### config.mk
export PLATFORM = sky130hd
export DESIGN_NAME = des_core_arbiter
export DESIGN_NICKNAME = d
export VERILOG_FILES = /design/src/rtl/des_core_arbiter.sv
export SDC_FILE = /design/constraint.sdc
export NUM_CORES = 1
export LEC_CHECK = 0
export BUFFER_PORTS_ARGS = -buffer_cell sky130_fd_sc_hd__buf_2
export CORE_AREA = 2 2 307 309
export CTS_BUF_LIST = sky130_fd_sc_hd__clkbuf_4 sky130_fd_sc_hd__clkbuf_8
export CTS_CLUSTER_SIZE = 12
export DETAILED_ROUTE_END_ITERATION = 8
export DIE_AREA = 0 0 309 311
export PLACE_DENSITY = 0.39
export RECOVER_POWER = 50
export SLEW_MARGIN = 20
export SYNTH_ARGS = -nofsm -noshare
export SYNTH_HDL_FRONTEND = slang
export SYNTH_SLANG_ARGS = --single-unit
export TNS_END_PERCENT = 30
### constraint.sdc
create_clock -name clk -period 1.89 [get_ports clk]
set_input_delay 0.189 -clock clk [delete_from_list [all_inputs] [get_ports clk]]
set_output_delay 0.189 -clock clk [all_outputs]
set_load 0.02 [all_outputs]
### src/rtl/des_core_arbiter.sv
// rtl/des_core_arbiter.sv - round-robin arbiter sharing one iterative DES core among requesters
// One job in flight at a time; a watchdog forces an error response if the core never completes.
module des_core_arbiter #(
  parameter int NUM_REQ        = 4,
  parameter int IDX_W          = 2,
  parameter int TIMEOUT_CYCLES = 64
) (
  input  logic                   clk,
  input  logic                   rst_n,
  input  logic [NUM_REQ-1:0]     req_valid,
  output logic [NUM_REQ-1:0]     req_ready,
  input  logic [NUM_REQ-1:0]     req_encrypt,
  input  logic [NUM_REQ*64-1:0]  req_data,
  input  logic [NUM_REQ*64-1:0]  req_key,
  output logic [NUM_REQ-1:0]     resp_valid,
  input  logic [NUM_REQ-1:0]     resp_ready,
  output logic [63:0]            resp_data,
  output logic                   resp_error,
  output logic                   core_start,
  output logic                   core_encrypt,
  output logic [63:0]            core_data_in,
  output logic [63:0]            core_key,
  input  logic [63:0]            core_data_out,
  input  logic                   core_done,
  input  logic                   core_error,
  output logic                   busy,
  output logic [IDX_W-1:0]       grant_idx
);

  localparam int TMR_W = (TIMEOUT_CYCLES > 2) ? $clog2(TIMEOUT_CYCLES) : 1;

  typedef enum logic [2:0] {IDLE, GRANT, ISSUE, WAIT, RESP} state_t;

  state_t           state;
  state_t           state_nxt;
  logic [IDX_W-1:0] last_grant;
  logic [IDX_W-1:0] pick;
  logic [IDX_W-1:0] cand;
  logic             pick_found;
  logic [TMR_W-1:0] timer;
  logic             timeout;
  logic             grant_live;
  logic             resp_take;
  logic             sel_encrypt;
  logic [63:0]      sel_data;
  logic [63:0]      sel_key;

  // Scan starts just after the last completed grant so every requester gets a turn.
  always_comb begin
    pick       = last_grant;
    cand       = last_grant;
    pick_found = 1'b0;
    for (int k = 1; k <= NUM_REQ; k++) begin
      cand = IDX_W'((int'(last_grant) + k) % NUM_REQ);
      if (!pick_found && req_valid[cand]) begin
        pick       = cand;
        pick_found = 1'b1;
      end
    end
  end

  always_comb begin
    sel_encrypt = 1'b0;
    sel_data    = '0;
    sel_key     = '0;
    for (int i = 0; i < NUM_REQ; i++) begin
      if (grant_idx == IDX_W'(i)) begin
        sel_encrypt = req_encrypt[i];
        sel_data    = req_data[i*64 +: 64];
        sel_key     = req_key[i*64 +: 64];
      end
    end
  end

  assign grant_live = req_valid[grant_idx];
  assign resp_take  = resp_ready[grant_idx];
  assign timeout    = (timer == TMR_W'(TIMEOUT_CYCLES - 1));
  assign busy       = (state != IDLE);

  always_comb begin
    state_nxt  = state;
    req_ready  = '0;
    resp_valid = '0;
    core_start = 1'b0;
    case (state)
      IDLE: begin
        if (pick_found) state_nxt = GRANT;
      end
      GRANT: begin
        if (grant_live) begin
          req_ready[grant_idx] = 1'b1;
          state_nxt            = ISSUE;
        end else begin
          state_nxt = IDLE;
        end
      end
      ISSUE: begin
        core_start = 1'b1;
        state_nxt  = WAIT;
      end
      WAIT: begin
        if (core_done || timeout) state_nxt = RESP;
      end
      RESP: begin
        resp_valid[grant_idx] = 1'b1;
        if (resp_take) state_nxt = IDLE;
      end
      default: state_nxt = IDLE;
    endcase
  end

  always_ff @(posedge clk) begin
    if (!rst_n) begin
      state        <= IDLE;
      grant_idx    <= '0;
      last_grant   <= IDX_W'(NUM_REQ - 1);
      timer        <= '0;
      core_encrypt <= 1'b0;
      core_data_in <= '0;
      core_key     <= '0;
      resp_data    <= '0;
      resp_error   <= 1'b0;
    end else begin
      state <= state_nxt;
      case (state)
        IDLE: begin
          if (pick_found) grant_idx <= pick;
        end
        GRANT: begin
          if (grant_live) begin
            core_encrypt <= sel_encrypt;
            core_data_in <= sel_data;
            core_key     <= sel_key;
          end
        end
        ISSUE: begin
          timer <= '0;
        end
        WAIT: begin
          timer <= timer + 1'b1;
          // A completion landing on the timeout cycle still delivers the real result.
          if (core_done) begin
            resp_data  <= core_data_out;
            resp_error <= core_error;
          end else if (timeout) begin
            resp_data  <= '0;
            resp_error <= 1'b1;
          end
        end
        RESP: begin
          if (resp_take) last_grant <= grant_idx;
        end
        default: ;
      endcase
    end
  end

endmodule

== Yosys cells after proc, flatten, opt, wreduce, memory -nomap -nowiden ==
Cells that the tools add are included.
Word-level totals
  register bits: 207
  input port bits: 592
  output and inout port bits: 206
  word-level logic and storage cells: 97
Cells by class
  $add $sub $neg: 5
  magnitude comparators: 6
  equal/unequal tests: 11
  mux-type cells: 48
  reductions and logical operators: 18
Operators with widths (count)
  2-to-1 mux 64 bit: 10
  2-to-1 mux 1 bit: 18
  < comparator 2 x 3 -> 1 bit, second input constant: 5
  one-hot mux 3 bit (5 select lines): 1
  binary-select mux 1 bit (select 2 bit): 6
  2-to-1 mux 4 bit: 3
  one-hot mux 6 bit (2 select lines): 1
  2-to-1 mux 2 bit: 5
  2-to-1 mux 3 bit: 3
  AND reduction 2 bit: 4
  adder 6 x 1 -> 6 bit, second input constant: 1
  equality test 3 x 2 -> 1 bit, second input constant: 2
  equality test 6 bit, second input constant: 1
  inequality test 2 bit, second input constant: 3
  adder 2 x 1 -> 2 bit, second input constant: 2
  adder 2 bit, second input constant: 2
  equality test 2 bit, second input constant: 2
  logical AND 1 bit: 4
  nonzero test 2 bit: 2
  equality test 3 x 1 -> 1 bit, second input constant: 1
  equality test 3 bit, second input constant: 1
  logical NOT 1 bit: 3
  logical NOT 3 bit: 1
  AND reduction 3 bit: 1
  other kinds (6): 6

== Depth between registers and ports, before layout ==
Gate-level depths: netlist (run 1).
  word-level depth: 15
  depth in mapped cells: 7
  mapped depth without buffers: 6

== Worst setup path before layout (run 1) ==
OpenSTA, ideal clock, no wires.
  kind: register -> register
  from: reg grant_idx[0]
  to: reg core_data_in[15]
  library setup time: 0.132 ns
  data arrival time: 1.660 ns
  required time: 1.758 ns
  setup slack: 0.098 ns
  stages on the path, launching flop included: 7
  buffers on the path: 3
  clock period less this slack: 1.792 ns
  cell sequence: dfxtp_1 -> buf_4 -> buf_6 -> buf_6 -> mux4_2 -> nand2_1 -> a21oi_1
Between the ends
  longest elaborated chain between the ends: 5
  elaborated cells between the ends (all ways): 11
  those cells by class: eq/ne (3); mux (6); reduce/logical (2)
Ends and longest elaborated chain
  start: declaration: RTL line 27  | output logic [IDX_W-1:0] grant_idx
  start signal: assignment: RTL line 127  | if (pick_found) grant_idx <= pick;
  logical NOT 2 bit: RTL line 67  | if (grant_idx == IDX_W'(i)) begin
  2-to-1 mux 64 bit (4 in a row): RTL line 67
  end signal: assignment: RTL line 132  | core_data_in <= sel_data;
  end: declaration: RTL line 21  | output logic [63:0] core_data_in,
Several ways; a longest one is shown, not always the timed one. The select of a mux whose other input is x is not followed.
A chain may end at the register's enable or synchronous reset.

== Worst setup path in the final report (run 1) ==
  from: reg grant_idx[0]
  to: out req_ready[2]
Between the ends
  longest elaborated chain between the ends: 6
  elaborated cells between the ends (all ways): 9
  those cells by class: order compare (2); mux (6); reduce/logical (1)
Ends and longest elaborated chain
  < comparator 2 x 3 -> 1 bit (implied by the code) or greater-or-equal comparator 2 x 1 -> 1 bit (tied branches): RTL line 91  | req_ready[grant_idx] = 1'b1;
  logical AND 1 bit (implied by the code): RTL line 91
  2-to-1 mux 1 bit (implied by the code): RTL line 91
  demux 1 bit (select 2 bit): RTL line 91
  2-to-1 mux 4 bit (*): RTL line 90  | if (grant_live) begin
  2-to-1 mux 4 bit (*): RTL line 85  | case (state)
  end: declaration: RTL line 11  | output logic [NUM_REQ-1:0] req_ready,
Mark *: on every way between the ends. The rest lies on a longest branch, timed or not. The select of a mux whose other input is x is not followed.

==> impl_metrics.csv, run 1 <==
group,metric,value,unit
drt,wl_per_cell,18.56,um
worst_setup_path,critical_path_class,"flip-flop to output port",
power_and_ir_drop,power.internal,10.33,mW
sta,finalHoldViolCount,0,
synth,yosys.area.top_type,"dfxtp_1",
finish,finalNonFillerCells,3754,
status,violations,"negative setup slack",
drt,dr.pass1.iters,5,
floorplan,start_util,11.48,%
clock_tree,root_buffer,"clkbuf_8",
sta,fin_tns_setup,-3.960,ns
synth,synth_seq_area_share,38.91,%
drt,remaining_drc_errors,0,
sta,rsz0062_at_grt,"true",
synth,yosys_warnings,0,
power_and_ir_drop,vdd_ir_drop_max,0.3723,mV
power_and_ir_drop,swShare,31.28,%
flow_run,drv_cap,0,
global_route,grt_use_total,13.44,%
power_and_ir_drop,p_per_area,652.6,nW/um^2
floorplan,io_pins,798,
synth,ys.flop_type,"dfxtp_1",
worst_setup_path,cp.required,1.70,ns
synth,syn_area_per_cell,9.603,sq um
clock_tree,cts_tree,"built",
drt,ant_nets,0,
sta,setup_viol,82,
clock_tree,cts.sinks,207,
sta,setup_slack,-0.1879,ns
finish,multiInputGateArea,6045,sq um
sta,fmax,481.3,MHz
power_and_ir_drop,leakagePower,9.318,nW
hold_path,min_delay_path_depth,4,
floorplan,core,92770,sq um
drt,avgViaCountPerCell,3.831,
global_route,grt_pass1_vias,15110,
synth,yosysTopAreaCellShare,38.91,%
global_route,grt_max_degree,69,
finish,fillers,10160,
global_route,antenna_found_initial,28,
global_route,grt_pass1_wl,95810,um
sta,worst_pin_slew,0.9849,ns
sta,skew,0.01546,ns
power_and_ir_drop,power_frac_clock,35.2,%
synth,synthTopCellsByArea,"dfxtp_1 39%, mux4_2 28%, nand2_1 12%",
worst_setup_path,timing.critical_path.from_type,"flip-flop",
drt,drt_iter0_drc,862,
placed_design,gp_congestion,0.8940,
finish,nNetsFinal,3049,
floorplan,row_count,112,
synth,synth_edf_count,0,
status,outcome,"finished, violations left",
finish,syn2layout_area_growth,116.4,%
synth,synthDistinctLibCells,44,
clock_tree,cts_max_path_buffers,3,
power_and_ir_drop,p_switching,4.704,mW
clock_tree,numCtsBuffers,44,
synth,synth-seq-cells,207,
placed_design,dp_hpwl,51450,um
worst_setup_path,critPathCaptureType,"output port",
floorplan,die_y,311,um
drt,vias,14380,
finish,drive_above_1_share,40.14,%
power_and_ir_drop,p_seq_share,31.9,%
sta,maxSlewHeadroom,34.20,%
hold_path,hold_class,"input pin to flip-flop",
synth,synth_nets,1702,
drt,wirelength,69690,um
worst_setup_path,reg2reg_depth,7,
placed_design,port_buffers,797,
sta,post-route-min-period,2.078,ns
global_route,grt_overflow_total,0,
finish,regArea,4160,sq um
power_and_ir_drop,p_total,15.04,mW
sta,fin_crit_sh,109.9,%
placed_design,dp_cells,3131,
synth,synthCells,1109,
power_and_ir_drop,pwr-share-comb,32.8,%
clock_tree,insertion_delay,0.63,ns
synth,syn_area,10650,sq um
worst_setup_path,worstPathMaxFanout,5,
clock_tree,htree_num_levels,2,
floorplan,dieArea,96100,sq um
clock_tree,clk_pin_slew_worst_paths,0.06,ns
floorplan,die_w,309,um
sta,slew_violations,0,
synth,synthArstFlopShare,0,%
worst_setup_path,crit_arrival,1.89,ns
[what timing repair did]
action                                 CTS  global route
pin swaps                                1             7
endpoints found under the hold margin  198             1
setup buffers                            2            16
resized for setup                        7            57
cloned                                   1             9
setup endpoints to repair               11            86
hold buffers                           507             1
[per-stage QoR]
stage | instance area, sq um | setup slack (ns) | hold slack, ns | util [%]
5_1_grt | 23040 | -0.3165 | 0.0005232 | 24.84
3_3_place_gp | 16550 | 0.1523 | 0.4359 | 17.84
4_1_cts | 22620 | -0.3637 | 0.0004937 | 24.39
6_report | 23040 | -0.1879 | 0.04660 | 24.84
3_5_place_dp | 16550 | 0.1397 | 0.4370 | 17.84
2_1_floorplan | 10650 | 0.09783 | 0.3250 | -
[cell families (layout without fill, tap and decap cells)]
family | after synthesis | after routing | synth area share, %
adder cells (fa/ha/maj) | 1 | 1 | 0.1175
AO/OA/AOI/OAI | 278 | 278 | 13.51
AND/OR/NAND/NOR | 377 | 377 | 13.97
other | 0 | 14 | 0
flip-flops | 207 | 207 | 38.91
XOR/XNOR | 2 | 2 | 0.1645
buffers and inverters | 111 | 1488 | 5.439
multiplexers | 133 | 133 | 27.89
[area by class of cell]
type,instances,area share (%)
inverters,6,0.1140
diodes,14,0.1520
multi-input cells,791,26.23
clock inverters,4,0.1032
clock buffers,72,3.948
repair buffers,1406,44.59
well taps,1254,6.809
flip-flops and latches,207,18.05
[power by group through the flow]
stage | Clock, mW | Combinational, mW | Sequential (mW)
2_1_floorplan | 0 | 1.78 | 5.15
4_1_cts | 5.58 | 4.69 | 4.80
6_report | 5.30 | 4.94 | 4.80
5_1_grt | 5.72 | 5.27 | 4.83
3_5_place_dp | 0 | 3.78 | 4.88
3_3_place_gp | 0 | 3.80 | 4.89
[routing by layer]
metal | vias to the layer above | wire (um) | track usage [%] | part of all wire, %
met5 | - | 82 | 0 | 0.12
met3 | 128 | 5515 | 4.121 | 7.9
met4 | 12 | 2348 | 6.211 | 3.4
met1 | 6855 | 27150 | 14.81 | 39
li1 | 6686 | - | - | -
met2 | 700 | 34590 | 23.43 | 50
[path summary, 6_finish.rpt]
path | startpoint | end | slack (ns)
worst max-delay path | grant_idx[0]$_SDFFE_PN0P_ | req_ready[2] | -0.19
worst min-delay path | req_valid[1] | grant_idx[1]$_SDFFE_PN0P_ | 0.05
worst max register to register | grant_idx[0]$_SDFFE_PN0P_ | state[0]$_SDFFE_PN0P_ | -0.10
worst min register to register | core_key[60]$_SDFFE_PN0P_ | core_key[60]$_SDFFE_PN0P_ | 0.45
[critical path, cell delays in order (launching register included)]
cell	delay (ns)
dfxtp_4	0.35
mux4_2	0.53
nand2_4	0.10
buf_12	0.12
nor2_2	0.04
buf_6	0.12
[state kept, by name (all words and copies together) (netlist names)]
register / flops
resp_error: 1
core_data_in: 64
core_encrypt: 1
grant_idx: 2
timer: 6
core_key: 64
last_grant: 2
resp_data: 64
state: 3
[Yosys cell counts (all sizes together) (2+ instances only)]
master	instances
inv	6
nand2	330
nand3	3
and2	2
nor2	21
nor3b	2
dfxtp	207
nor2b	2
mux2i	2
xor2	2
and3	3
nand2b	4
mux4	131
clkbuf	43
o21ai	67
buf	62
a31oi	2
nor3	2
a21oi	198
a221oi	2
nand3b	2
[layout by cell type (no fill, tap or decap), drive strengths merged, types with 2 or more instances in the layout]
master	synthesis	routed
a21oi	198	198
a221oi	2	2
a31oi	2	2
and2	2	2
and3	3	3
buf	62	752
clkbuf	43	218
clkinv	0	3
dfxtp	207	207
diode	0	14
dlygate4sd3	0	507
inv	6	6
mux2i	2	2
mux4	131	131
nand2	330	330
nand2b	4	4
nand3	3	3
nand3b	2	2
nor2	21	21
nor2b	2	2
nor3	2	2
nor3b	2	2
o21ai	67	67
xor2	2	2
Note: power is estimated with default switching activity, not from simulation.
==> inputs of run 2 (changes only) <==
--- a/config.mk
+++ b/config.mk
@@ -6,6 +6,7 @@
 export NUM_CORES = 1
 export LEC_CHECK = 0
 export BUFFER_PORTS_ARGS = -buffer_cell sky130_fd_sc_hd__buf_2
+export CAP_MARGIN = 20
 export CORE_AREA = 2 2 307 309
 export CTS_BUF_LIST = sky130_fd_sc_hd__clkbuf_4 sky130_fd_sc_hd__clkbuf_8
 export CTS_CLUSTER_SIZE = 12
==> constraint.sdc (replaced) <==
create_clock -name clk -period 1.89 [get_ports clk]
set_input_delay 0.0945 -clock clk [delete_from_list [all_inputs] [get_ports clk]]
set_output_delay 0.0945 -clock clk [all_outputs]
set_load 0.02 [all_outputs]
==> run 2 against run 1 <==
Against the previous run:
- the run still ends with negative setup slack left
- setup slack gained 0.097 ns
- fmax grew 4.9%
- critical path depth is the same
- via count grew 3.0%
- combinational power shrank 0.8%
- largest cell class unchanged
- worst hold slack gained 0.046 ns
- register-to-register slack gained 0.02 ns
- die area is the same
- final cell count grew 1.7%
- clock-buffer cell count shrank 3
- sequential share of layout area shrank 0.37 points
==> impl_metrics.csv, run 2 (same netlist as run 1, synthesis figures left out) <==
group,metric,value,unit
sta,fmax,504.7,MHz
drt,avgViaCountPerCell,3.880,
drt,dr.pass1.iters,5,
clock_tree,cts_tree,"built",
worst_setup_path,r2r-start,"grant_idx[0]$_SDFFE_PN0P_",
worst_setup_path,worstPathMaxFanout,5,
hold_path,hold_class,"input pin to flip-flop",
power_and_ir_drop,p_total,14.81,mW
worst_setup_path,reg2reg_depth,7,
finish,nNetsFinal,3114,
hold_path,min_delay_path_depth,4,
placed_design,port_buffers,797,
sta,setup_slack,-0.09128,ns
drt,vias,14820,
sta,fin_crit_sh,104.8,%
clock_tree,numCtsBuffers,44,
worst_setup_path,crit_end,"req_ready[3]",
clock_tree,root_buffer,"clkbuf_8",
placed_design,dp_cells,3139,
sta,maxSlewHeadroom,57.66,%
power_and_ir_drop,vdd_ir_drop_max,0.4774,mV
global_route,grt_pass1_vias,16020,
flow_run,drv_cap,0,
worst_setup_path,critical_path_class,"flip-flop to output port",
worst_setup_path,r2r_end,"core_data_in[8]$_SDFFE_PN0P_",
worst_setup_path,timing.critical_path.from_type,"flip-flop",
drt,remaining_drc_errors,0,
drt,wl_per_cell,18.21,um
power_and_ir_drop,p_seq_share,32.4,%
worst_setup_path,worst-path-buf-inv,2,
finish,drive_above_1_share,37.56,%
floorplan,dieArea,96100,sq um
power_and_ir_drop,power_frac_clock,34.5,%
sta,post-route-min-period,1.981,ns
finish,syn2layout_area_growth,120.4,%
drt,ant_nets,0,
power_and_ir_drop,leakagePower,9.427,nW
floorplan,row_count,112,
power_and_ir_drop,p_per_area,630.7,nW/um^2
finish,final_core_util,25.30,%
placed_design,gp_congestion,0.8672,
finish,finalNonFillerCells,3819,
sta,rsz0062_at_grt,"true",
global_route,grt_pass1_wl,99440,um
clock_tree,insertion_delay,0.62,ns
power_and_ir_drop,swShare,31.30,%
sta,setup_viol,81,
drt,wirelength,69550,um
floorplan,core,92770,sq um
floorplan,die_w,309,um
power_and_ir_drop,p_switching,4.635,mW
floorplan,start_util,11.48,%
clock_tree,htree_num_levels,2,
power_and_ir_drop,pwr-share-comb,33.1,%
worst_setup_path,critPathCaptureType,"output port",
worst_setup_path,crit_arrival,1.89,ns
clock_tree,clk_pin_slew_worst_paths,0.05,ns
placed_design,dp_hpwl,51190,um
global_route,grt_use_total,13.80,%
sta,finalHoldViolCount,0,
power_and_ir_drop,power.internal,10.17,mW
sta,worst_pin_slew,0.6351,ns
clock_tree,cts.sinks,207,
floorplan,io_pins,798,
clock_tree,cts_max_path_buffers,3,
finish,layout_commonest_cell,"buf_2",
status,outcome,"finished, violations left",
worst_setup_path,path_delay_family,"multiplexers",
sta,slew_violations,0,
worst_setup_path,cp_slowest_cell,"mux4_2",
status,violations,"negative setup slack",
worst_setup_path,cp.required,1.80,ns
global_route,grt_overflow_total,0,
finish,reg_top3,"core_data_in (64), core_key (64), resp_data (64)",
sta,skew,0.02081,ns
worst_setup_path,critPathMaxStageDelay,0.54,ns
floorplan,die_y,311,um
global_route,antenna_found_initial,33,
global_route,grt_max_degree,69,
worst_setup_path,path_cells,"mux4_2, nand2_4, buf_12, nor2_2, buf_6",
worst_setup_path,critical_path_cell_count,5,
drt,drt_iter0_drc,904,
finish,layout_common_cells,"634 x buf_2, 584 x dlygate4sd3_1, 329 x nand2_1, 205 x dfxtp_1, 197 x a21oi_1",
worst_setup_path,crit_start,"grant_idx[0]$_SDFFE_PN0P_",
worst_setup_path,r2r_slack,-0.08,ns
-- run 2: cell types whose count changed in the layout (fill, tap and decap cells not counted), sizes merged --
cell,delta
clkinv,+1
dlygate4sd3,+77
diode,+3
clkbuf,+6
dlymetal6s4s,+1
clkinvlp,-1
buf,-22
-- run 2: layout make-up --
type                            instances  area [sq um]
Fill cell                           10120         69290
Timing Repair Buffer                 1471         10790
Multi-Input combinational cell        791          6006
Sequential cell                       207          4151
Tap cell                             1254          1569
Clock buffer                           69         868.3
Antenna cell                           17         42.54
Inverter                                6         27.53
Clock inverter                          4         20.02
-- run 2: metrics by stage --
step           cell area (sq um)  TNS [ns]  hold WS, ns  setup slack [ns]
6_report                   23480    -2.741      0.09290          -0.09128
5_1_grt                    23470    -14.21      0.05121           -0.2131
4_1_cts                    23560    -9.112     0.001694           -0.2353
3_5_place_dp               16640         0       0.3404            0.1119
3_3_place_gp               16640         0       0.3415            0.1279
2_1_floorplan              10650         0       0.2305           0.09783
-- run 2: worst min-delay path by stage --
stage                           start                            to
detailed placement  core_data_out[49]    resp_data[49]$_SDFFE_PN0P_
CTS                     req_data[197]  core_data_in[5]$_SDFFE_PN0P_
floorplan            core_data_out[0]     resp_data[0]$_SDFFE_PN0P_
finish                   req_valid[0]     grant_idx[0]$_SDFFE_PN0P_
global route            req_data[197]  core_data_in[5]$_SDFFE_PN0P_
global placement    core_data_out[51]    resp_data[51]$_SDFFE_PN0P_
-- run 2: worst reg2reg max path: cells and delay by family (launching register included) --
kind                   cells  cell delay (ns)
flip-flops                 1             0.36
AO/OA/AOI/OAI              1             0.14
multiplexers               1             0.54
buffers and inverters      3             0.72
AND/OR/NAND/NOR            2             0.17
-- run 2: repair_timing --
action                                  4_1_cts  5_1_grt
endpoints found under the hold margin       207        0
gates resized for setup                      27       13
endpoints found under the setup margin       10      108
buffers inserted                              3        0
gates cloned                                  1        1
hold buffers                                585        0
pin swaps                                     3        4
-- run 2: power groups by stage --
stage / Combinational [mW] / Clock, mW / Sequential [mW]
after floorplan: 1.78 / 0 / 5.15
after global placement: 3.85 / 0 / 4.88
after detailed placement: 3.84 / 0 / 4.88
after CTS: 4.94 / 5.35 / 4.79
after global routing: 5.26 / 5.55 / 4.82
final: 4.90 / 5.11 / 4.80
-- run 2: layer usage --
metal / wire, um / track usage, %
met1: 26270 / 15.00
met2: 34490 / 24.14
met3: 6162 / 4.652
met4: 2475 / 6.079
met5: 152 / 0
==> inputs of run 3 (changes only) <==
==> constraint.sdc (replaced) <==
create_clock -name clk -period 2.2 [get_ports clk]
set_input_delay 0.11 -clock clk [delete_from_list [all_inputs] [get_ports clk]]
set_output_delay 0.11 -clock clk [all_outputs]
set_load 0.02 [all_outputs]
==> run 3 against run 2 <==
Against the previous run:
- sequential cell count is the same
- first-iteration DRC count rose by 0.77%
- final cell count down 2.0%
- largest cell class unchanged
- global-route usage down 0.36 points
- die area stayed put
- utilization shrank 1.1 points
- the run now ends clean
- via count fell by 2.6%
- sequential share of layout area is 0.80 points higher
- critical path depth increased by 1
- critical endpoint is now core_data_in[46]$_SDFFE_PN0P_
- register-to-register slack better by 0.15 ns
- sequential power shrank 14%
- worst hold slack worse by 0.038 ns
==> impl_metrics.csv, run 3 (same netlist as run 1, synthesis figures left out) <==
group,metric,value,unit
sta,skew,0.03061,ns
placed_design,port_buffers,797,
clock_tree,clk_pin_slew_worst_paths,0.06,ns
worst_setup_path,r2r_slack,0.07,ns
sta,fin_tns_setup,0,ns
drt,wirelength,68250,um
global_route,grt_overflow_total,0,
drt,remaining_drc_errors,0,
global_route,grt_pass1_vias,15620,
drt,avgViaCountPerCell,3.859,
sta,finalHoldViolCount,0,
status,outcome,"finished, final reports clean",
power_and_ir_drop,vdd_ir_drop_max,0.2750,mV
drt,drt_iter0_drc,911,
drt,wl_per_cell,18.24,um
floorplan,dieArea,96100,sq um
sta,fmax,468.8,MHz
clock_tree,cts.sinks,207,
sta,rsz0062_at_grt,"true",
sta,fin_crit_sh,96.96,%
finish,layout_commonest_cell,"buf_2",
worst_setup_path,crit_arrival,2.59,ns
finish,finalNonFillerCells,3742,
worst_setup_path,cp.required,2.65,ns
worst_setup_path,worstPathMaxFanout,28,
floorplan,die_y,311,um
power_and_ir_drop,p_total,12.41,mW
clock_tree,cts_max_path_buffers,3,
sta,slew_violations,0,
floorplan,io_pins,798,
clock_tree,insertion_delay,0.62,ns
finish,layout_common_cells,"604 x buf_2, 541 x dlygate4sd3_1, 329 x nand2_1, 204 x dfxtp_1, 198 x a21oi_1",
drt,ant_nets,0,
floorplan,start_util,11.48,%
clock_tree,cts_tree,"built",
placed_design,dp_hpwl,49900,um
global_route,grt_use_total,13.44,%
worst_setup_path,critical_path_class,"flip-flop to flip-flop",
finish,drive_above_1_share,35.44,%
finish,syn2layout_area_growth,110.9,%
sta,worst_pin_slew,0.5856,ns
sta,maxSlewHeadroom,60.60,%
global_route,grt_max_degree,69,
floorplan,die_w,309,um
power_and_ir_drop,p_per_area,552.6,nW/um^2
floorplan,row_count,112,
clock_tree,root_buffer,"clkbuf_8",
hold_path,hold_class,"input pin to flip-flop",
power_and_ir_drop,leakagePower,8.837,nW
floorplan,core,92770,sq um
global_route,antenna_found_initial,32,
worst_setup_path,timing.critical_path.from_type,"flip-flop",
sta,post-route-min-period,2.133,ns
placed_design,dp_cells,3109,
drt,dr.pass1.iters,5,
drt,vias,14440,
sta,setup_slack,0.06693,ns
finish,fillers,10270,
flow_run,drv_cap,0,
placed_design,place_worst_setup_slack,0.2967,ns
sta,setup_viol,0,
clock_tree,numCtsBuffers,43,
placed_design,gp_congestion,0.8565,
clock_tree,htree_num_levels,2,
worst_setup_path,critPathCaptureType,"flip-flop",
placed_design,place_area,16280,sq um
finish,final_core_util,24.22,%
finish,reg_top3,"core_data_in (64), core_key (64), resp_data (64)",
finish,nNetsFinal,3041,
sta,hold_ws,0.05448,ns
finish,design_area,22470,sq um
global_route,grt_pass1_wl,97060,um
==> run 3: changes by cell type in the layout (fill, tap and decap cells not counted), sizes merged <==
cell         before  now
clkinvlp          0    1
clkinv            4    1
bufbuf            1    0
buf             730  662
clkbuf          224  262
dlygate4sd3     584  541
diode            17   16
==> run 3: worst paths after layout <==
| kind | from | end | cells after the start |
|---|---|---|---|
| setup / recovery | grant_idx[0]$_SDFFE_PN0P_ | core_data_in[46]$_SDFFE_PN0P_ | 6 |
| hold / removal | req_key[137] | core_key[9]$_SDFFE_PN0P_ | 4 |
| setup reg to reg | grant_idx[0]$_SDFFE_PN0P_ | core_data_in[46]$_SDFFE_PN0P_ | 6 |
| hold reg to reg | core_data_in[41]$_SDFFE_PN0P_ | core_data_in[41]$_SDFFE_PN0P_ | 2 |
==> run 3: final cells by class <==
class / count / area [sq um] / area share (%)
tap: 1254 / 1569 / 6.984
antenna: 16 / 40.04 / 0.1782
clock buffer: 67 / 859.6 / 3.826
timing repair buffer: 1399 / 9834 / 43.78
clock inverter: 2 / 12.51 / 0.05569
inverter: 6 / 27.53 / 0.1225
sequential: 207 / 4153 / 18.49
multi-input combinational: 791 / 5969 / 26.57
==> run 3: timing repair <==
action	4_1_cts	5_1_grt
hold buffers	542	0
gates cloned	0	1
setup buffers	5	0
endpoints found under the hold margin	201	0
pin swaps	1	1
endpoints found under the setup margin	4	12
gates resized for setup	1	6
==> run 3: power by group <==
part           internal (mW)  leakage [nW]  switching [mW]
Sequential              3.98          1.68           0.145
Clock                   2.44         0.460            1.89
Combinational           2.10          6.70            1.85
Total                   8.52          8.84            3.89
==> run 3: layer usage <==
layer / wire [um] / track usage (%) / part of all wire, %
met3: 6288 / 4.597 / 9.2
met2: 32740 / 22.77 / 48
met1: 26120 / 15.01 / 38
met4: 2979 / 6.377 / 4.4
met5: 116 / 0 / 0.17
==> run 3: worst max-delay path, cell delays in order (launching register included) <==
cell and delay (ns):
dfxtp_4 0.37, buf_4 0.13, buf_16 0.21, mux4_2 0.54, dlygate4sd3_1 0.59, nand2_1 0.07, a21oi_1 0.05
